## src/rtl/l2dr_req_arb.sv

```systemverilog
`default_nettype none
// ============================================================================
// Module      : l2dr_req_arb
// Description : Merges L2 and L2TLB directory requests into one outbound
//               request channel through a 2-entry FIFO. A round-robin grant
//               decides which source wins when both are valid. It also
//               splits directory snoop/ack responses back to L2 or L2TLB
//               through a 2-entry FIFO. The nodeid LSB in the response
//               payload selects the destination.
//               All channels use valid/retry handshaking. A transfer happens
//               when valid=1 and retry=0.
// Ports       : clk, reset                        - clock, sync active-high reset
//               l2_req_*  / tlb_req_*             - request sources 0 / 1
//               l2todr_req_*                      - merged request to directory
//               drtol2_snack_*                    - response from directory
//               l2_snack_* / tlb_snack_*          - responses to L2 / L2TLB
// Revision    : 1.0 - initial release
// ============================================================================
module l2dr_req_arb #(
    parameter int REQ_W   = 128,
    parameter int SNACK_W = 128,
    parameter int NID_BIT = 0
) (
    input  logic               clk,
    input  logic               reset,
    // L2 request source (source 0)
    input  logic               l2_req_valid,
    output logic               l2_req_retry,
    input  logic [REQ_W-1:0]   l2_req,
    // L2TLB request source (source 1)
    input  logic               tlb_req_valid,
    output logic               tlb_req_retry,
    input  logic [REQ_W-1:0]   tlb_req,
    // Merged request to directory
    output logic               l2todr_req_valid,
    input  logic               l2todr_req_retry,
    output logic [REQ_W-1:0]   l2todr_req,
    // Directory response
    input  logic               drtol2_snack_valid,
    output logic               drtol2_snack_retry,
    input  logic [SNACK_W-1:0] drtol2_snack,
    // Response to L2
    output logic               l2_snack_valid,
    input  logic               l2_snack_retry,
    output logic [SNACK_W-1:0] l2_snack,
    // Response to L2TLB
    output logic               tlb_snack_valid,
    input  logic               tlb_snack_retry,
    output logic [SNACK_W-1:0] tlb_snack
);

    localparam logic [1:0] c_full = 2'd2;

    // ------------------------------------------------------------------
    // Request path
    // ------------------------------------------------------------------
    logic [REQ_W-1:0] r_req_mem [2];
    logic             r_req_wptr;
    logic             r_req_rptr;
    logic [1:0]       r_req_cnt;
    logic             r_last_grant;   // 0 = L2 won last, 1 = TLB won last

    logic             w_req_space;
    logic             w_req_both;
    logic             w_grant_l2;
    logic             w_grant_tlb;
    logic             w_req_enq;
    logic             w_req_deq;
    logic [REQ_W-1:0] w_req_data;

    // Space is judged on the registered count alone. A dequeue in the same
    // cycle does not open a slot. This keeps the source retries free of
    // any combinational path from l2todr_req_retry.
    assign w_req_space = !reset && (r_req_cnt != c_full);
    assign w_req_both  = l2_req_valid && tlb_req_valid;

    // On a tie, the source that did not win last time gets the grant.
    assign l2_req_retry  = !w_req_space || (w_req_both && !r_last_grant);
    assign tlb_req_retry = !w_req_space || (w_req_both &&  r_last_grant);

    assign w_grant_l2  = l2_req_valid  && !l2_req_retry;
    assign w_grant_tlb = tlb_req_valid && !tlb_req_retry;
    assign w_req_enq   = w_grant_l2 || w_grant_tlb;
    assign w_req_data  = w_grant_tlb ? tlb_req : l2_req;
    assign w_req_deq   = (r_req_cnt != 2'd0) && !l2todr_req_retry;

    assign l2todr_req_valid = (r_req_cnt != 2'd0);
    assign l2todr_req       = r_req_mem[r_req_rptr];

    always_ff @(posedge clk) begin
        if (reset) begin
            r_req_wptr   <= 1'b0;
            r_req_rptr   <= 1'b0;
            r_req_cnt    <= 2'd0;
            r_last_grant <= 1'b1;   // makes L2 win the first tie
        end else begin
            if (w_req_enq) begin
                r_req_wptr   <= ~r_req_wptr;
                r_last_grant <= w_grant_tlb;
            end
            if (w_req_deq) begin
                r_req_rptr <= ~r_req_rptr;
            end
            case ({w_req_enq, w_req_deq})
                2'b10:   r_req_cnt <= r_req_cnt + 2'd1;
                2'b01:   r_req_cnt <= r_req_cnt - 2'd1;
                default: r_req_cnt <= r_req_cnt;
            endcase
        end
    end

    // Payload storage is never cleared. The count alone marks entries valid.
    always_ff @(posedge clk) begin
        if (w_req_enq) begin
            r_req_mem[r_req_wptr] <= w_req_data;
        end
    end

    // ------------------------------------------------------------------
    // Response path
    // ------------------------------------------------------------------
    logic [SNACK_W-1:0] r_rsp_mem [2];
    logic               r_rsp_wptr;
    logic               r_rsp_rptr;
    logic [1:0]         r_rsp_cnt;

    logic               w_rsp_enq;
    logic               w_rsp_deq;
    logic               w_rsp_nonempty;
    logic               w_rsp_to_tlb;
    logic [SNACK_W-1:0] w_rsp_head;

    assign drtol2_snack_retry = reset || (r_rsp_cnt == c_full);
    assign w_rsp_enq          = drtol2_snack_valid && !drtol2_snack_retry;

    assign w_rsp_nonempty = (r_rsp_cnt != 2'd0);
    assign w_rsp_head     = r_rsp_mem[r_rsp_rptr];
    assign w_rsp_to_tlb   = w_rsp_head[NID_BIT];

    assign l2_snack_valid  = w_rsp_nonempty && !w_rsp_to_tlb;
    assign tlb_snack_valid = w_rsp_nonempty &&  w_rsp_to_tlb;
    assign l2_snack        = w_rsp_head;
    assign tlb_snack       = w_rsp_head;

    // Delivery is strictly in order. Only the selected destination's retry
    // can stall the head.
    assign w_rsp_deq = w_rsp_nonempty &&
                       (w_rsp_to_tlb ? !tlb_snack_retry : !l2_snack_retry);

    always_ff @(posedge clk) begin
        if (reset) begin
            r_rsp_wptr <= 1'b0;
            r_rsp_rptr <= 1'b0;
            r_rsp_cnt  <= 2'd0;
        end else begin
            if (w_rsp_enq) begin
                r_rsp_wptr <= ~r_rsp_wptr;
            end
            if (w_rsp_deq) begin
                r_rsp_rptr <= ~r_rsp_rptr;
            end
            case ({w_rsp_enq, w_rsp_deq})
                2'b10:   r_rsp_cnt <= r_rsp_cnt + 2'd1;
                2'b01:   r_rsp_cnt <= r_rsp_cnt - 2'd1;
                default: r_rsp_cnt <= r_rsp_cnt;
            endcase
        end
    end

    always_ff @(posedge clk) begin
        if (w_rsp_enq) begin
            r_rsp_mem[r_rsp_wptr] <= drtol2_snack;
        end
    end

endmodule
`default_nettype wire

```

## config.mk

```make
export PLATFORM = sky130hd
export DESIGN_NAME = l2dr_req_arb
export DESIGN_NICKNAME = d
export VERILOG_FILES = /design/src/rtl/l2dr_req_arb.sv
export SDC_FILE = /design/constraint.sdc
export NUM_CORES = 1
export LEC_CHECK = 0
export ABC_AREA = 0
export BUFFER_PORTS_ARGS = -buffer_cell sky130_fd_sc_hd__buf_2
export CORE_AREA = 2 2 308 310
export CTS_CLUSTER_SIZE = 24
export DETAILED_ROUTE_END_ITERATION = 6
export DIE_AREA = 0 0 310 312
export PLACE_DENSITY_LB_ADDON = 0.3
export SYNTH_ARGS = -nofsm -noshare
export SYNTH_HDL_FRONTEND = slang
export SYNTH_SLANG_ARGS = --single-unit
```

## constraint.sdc

```tcl
create_clock -name clk -period 8.6 [get_ports clk]
set_input_delay 0.43 -clock clk [delete_from_list [all_inputs] [get_ports clk]]
set_output_delay 0.43 -clock clk [all_outputs]
set_load 0.05 [all_outputs]
```

## Word-level counts from Yosys, hierarchy flattened

Memory sizes are Yosys's and may differ from the RTL's. A register that Yosys moved wholly into a read port is not among the register bits.
Cells that the tools add are included.

| word-level totals | value |
|---|---|
| memories | 2 |
| register bits | 9 |
| input port bits | 392 |
| bits in writable memories | 512 |

| cells by class | value |
|---|---|
| bitwise logic cells | 4 |
| add/subtract/negate cells | 4 |
| reductions and logical operators | 29 |
| eq/ne operators | 6 |
| mux-type cells | 12 |

Memories:

| name | depth | bits a word | rd ports | clocked after memory_dff | wr ports | RTL line | text |
|---|---|---|---|---|---|---|---|
| r_req_mem | 2 | 128 | 1 | 1 | 1 | 57 | `logic [REQ_W-1:0] r_req_mem [2];` |
| r_rsp_mem | 2 | 128 | 1 | 1 | 1 | 122 | `logic [SNACK_W-1:0] r_rsp_mem [2];` |

Operator list:

| cell | count |
|---|---|
| $mux 128 | 1 |
| $logic_and 1x1->1 | 11 |
| $logic_not 1->1 | 10 |
| $mux 1 | 9 |
| $pmux 2 s2 | 2 |
| $reduce_bool 2->1 | 4 |
| $eq 2x2->1 const B | 3 |
| $add 2x1->2 const B | 2 |
| $eq 2x1->1 const B | 2 |
| $logic_or 1x1->1 | 4 |
| $not 1->1 | 4 |
| $sub 2x1->2 const B | 2 |
| $ne 2x2->1 const B | 1 |

## Longest topological paths before layout

| logic depth | value |
|---|---|
| depth after elaboration | 9 |
| depth in mapped cells | 6 |
| gate-level depth less buffers | 6 |

## Worst setup path after synthesis

OpenSTA, ideal clock, no wires.

| timing path | value |
|---|---|
| kind | input port to flip-flop |
| start | input port reset |
| end | memory r_rsp_mem[1][0], enable pin |
| buffers on the path | 1 |
| setup slack | 1663 ps |
| stages on the path | 3 |
| arrival | 6320 ps |
| library setup time | 617 ps |
| required time | 7983 ps |
| path through | clkbuf_1 or3_1 nor2_1 |

| between the ends | value |
|---|---|
| word-level cells in the longest chain between the ends | 5 |

RTL lines:

| what | RTL line | text |
|---|---|---|
| start, declared | 25 | `input logic reset,` |
| $logic_or 1x1->1 | 133 | `assign drtol2_snack_retry = reset \|\| (r_rsp_cnt == c_full);` |
| $logic_not 1->1 | 134 | `assign w_rsp_enq = drtol2_snack_valid && !drtol2_snack_retry;` |
| $logic_and 1x1->1 | 134 |  |
| $mux 1 | 171 | `if (w_rsp_enq) begin` |
| $mux 1 (not written as such) | 172 | `r_rsp_mem[r_rsp_wptr] <= drtol2_snack;` |
| end, declared | 122 |  |

No other way between the ends.

==> run metrics <==
outcome=finished clean; Max Cap Viol=0; fmax=0.258 GHz; CP startpoint kind=flip-flop; Post-DRT Antenna Nets=0; Setup Viol. Count Final=0; WHS=0.0772 ns; syn nets=approximately 1500; Hold Path Class=primary input to flip-flop; CTS max path bufs=3; Initial Util=0.232; fraction of layout cells with a size suffix above 1=0.635; PD cells=around 320 nW/µm²; post-layout worst setup margin=around 4.7 ns; leakage power=0.0111 µW; vias=between 10000 and 15000; final cycle utilization of the critical path=0.450; Final Wtd Congestion=between 0.8 and 0.9; CP endpoint kind=output port; starting DRC count in detailed routing=714; crit path kind=flip-flop to output port; vias per cell=slightly below 4; Distinct cells, synth=27; Post-Syn Instances=1141; CTS Root Cell=clkbuf_16; accumulated negative setup slack=0 ns; drt drc=0; DP Worst Slack=approximately 5.3 ns; Gate power share=0.381; Rel. slew slack=0.332; WL per Instance=18.9 µm; most frequent cells in the layout=buf_2 (781), edfxtp_1 (512), mux2_2 (385); synthesized flop and latch total=523; Reg2Reg Setup Slack=5.60 ns; crit path DAT=3.44 ns; Final HPWL DP=44.7 mm; Die W=310 µm; commonest non-fill, non-tap cell in the layout=buf_2; Clk Latency, worst-skew pair=0.62 ns; Cells after DPL=3014; first-pass GRT wire length=85.2 mm; reg-to-reg critical path startpoint=r_rsp_cnt[0]; Worst-path clk slew=0.06 ns; drt pass-1 iters=4; Switching Fraction=0.401; initial antenna violation count=12; Overall Global Routing Usage=0.119; non-filler cells, final=3252; CTS tree=yes; CTS resizes=0; Worst Min Path Start=drtol2_snack[98]; CP required=roughly 8 ns; RSZ-0062 raised after global routing=false; clock sink count=523; port bufs=just under 800; register area share after synthesis=0.724; Nets=2341; Pint=5530 µW; die height=between 300 and 400 µm; Routed WL=61.5 mm; Clk network pwr share=0.275; synth-to-layout area growth=35.2%; Tightest Pin Transition=~1 ns; crit-path max FO=60; Psw=3700 µW; r2r worst-path depth=4; Num CTS Buffers=58; post-layout minimum cycle time=3.87 ns; Avg Cell Area, Syn=around 19 µm²; Reg power frac=0.344; io pins=~800; total grt overflow=0; largest net degree at the start of global routing=129; Slew Limit Fails=0; Post-Syn Area=about 22000 µm²; Ys Warns=0; H-tree Lvls=2; Worst Skew=0.0156 ns; worst hold endpoint=r_rsp_mem[1][98]; worst flop-to-flop path endpoint=r_rsp_mem[0][26]; core footprint=a little over 90000 µm²; WHS Path Cells=1; row count=~110; final count of hold timing violations=0; die area=96700 µm²; Peak VDD IR=0.000149 V; vias in the first global route=13626
worst max-delay path, cell delays in order, from the launching register on:
cell and delay (ns):
dfxtp_4 0.63, buf_4 0.54, buf_4 0.74, mux2_2 0.49, buf_2 0.24
how the worst max path moves through the flow:
stage	start	endpoint	cells after the start
after floorplan	reset	r_rsp_mem[1][0]	3
after detailed placement	flip-flop	tlb_snack[31]	4
after CTS	flip-flop	tlb_snack[31]	4
final	flip-flop	tlb_snack[27]	4
after global routing	flip-flop	tlb_snack[31]	4
after global placement	flip-flop	tlb_snack[31]	4
cell type report:
cell class                 count  area (µm²)
multi-input combinational    439        4690
tap                         1254        1570
clock buffer                  78        1590
clock inverter                30         372
fill                        9281       63900
timing repair buffer         918        5280
sequential                   523       15600
antenna                        3        7.51
inverter                       7        33.8
cells by family after synthesis:
| group | count (synthesis) | share of synthesized area |
|---|---|---|
| flip-flops | 523 | 0.724 |
| multiplexers | 387 | 0.202 |
| buffers and inverters | 179 | 0.0597 |
| AND/OR/NAND/NOR | 29 | 0.00720 |
| AO/OA/AOI/OAI | 17 | 0.00453 |
| XOR/XNOR | 4 | 0.00163 |
| adder cells (fa/ha/maj) | 2 | 0.00116 |
per-layer routing:
metal	share of wire	track usage
met1	0.38	0.135
met2	0.49	0.210
met3	0.10	0.0431
met4	0.024	0.0330
met5	0.00073	0
power by group through the flow:
stage / logic, µW / registers, µW / clock network [µW]
2_1_floorplan: 2850 / 3200 / 0
3_3_place_gp: 3510 / 3220 / 0
3_5_place_dp: 3520 / 3230 / 0
4_1_cts: 3580 / 3180 / 2630
5_1_grt: 3680 / 3200 / 2730
6_report: 3510 / 3180 / 2540
synthesized netlist by cell type:
| library cell | number | area, µm² |
|---|---|---|
| nor2b_1 | 2 | 12.5 |
| ha_1 | 2 | 25.0 |
| buf_6 | 13 | 146 |
| o31ai_1 | 2 | 15.0 |
| nand3_1 | 1 | 5.00 |
| clkbuf_1 | 3 | 11.3 |
| mux2i_1 | 2 | 20.0 |
| nor2_1 | 12 | 45.0 |
| nand3_2 | 1 | 10.0 |
| o21ai_0 | 4 | 20.0 |
| a21oi_1 | 8 | 40.0 |
| nand2b_2 | 1 | 8.76 |
| and3_1 | 1 | 6.26 |
| mux2_2 | 385 | 4340 |
| buf_4 | 129 | 968 |
| or3_1 | 5 | 31.3 |
| or2_2 | 1 | 6.26 |
| dfxtp_1 | 11 | 220 |
| edfxtp_1 | 512 | 15400 |
| nand2_1 | 2 | 7.51 |
| buf_2 | 27 | 135 |
| and2b_1 | 1 | 7.51 |
| xor2_1 | 2 | 17.5 |
| xnor2_1 | 2 | 17.5 |
| o21bai_1 | 3 | 22.5 |
| inv_1 | 7 | 26.3 |
| or4_1 | 2 | 15.0 |
registers in the layout, summed over array words and instances (netlist names), named ones only:
signal,cells
r_rsp_mem,256
r_last_grant,1
r_rsp_wptr,1
r_req_mem,256
r_rsp_rptr,1
r_req_rptr,1
r_req_cnt,2
r_req_wptr,1
r_rsp_cnt,2
repair_timing:
| action | in CTS | in global routing |
|---|---|---|
| hold buffers | 127 | 0 |
| setup buffers | 0 | 0 |
| endpoints found under the hold margin | 254 | 0 |
metrics by stage:
step / area [µm²] / power [µW] / util
floorplan: 21600 / 6050 / -
global placement: 25900 / 6730 / 0.278
detailed placement: 25900 / 6750 / 0.278
CTS: 29100 / 9390 / 0.313
global route: 29100 / 9610 / 0.313
finish: 29100 / 9230 / 0.313
Power figures use the tool's default switching activity.
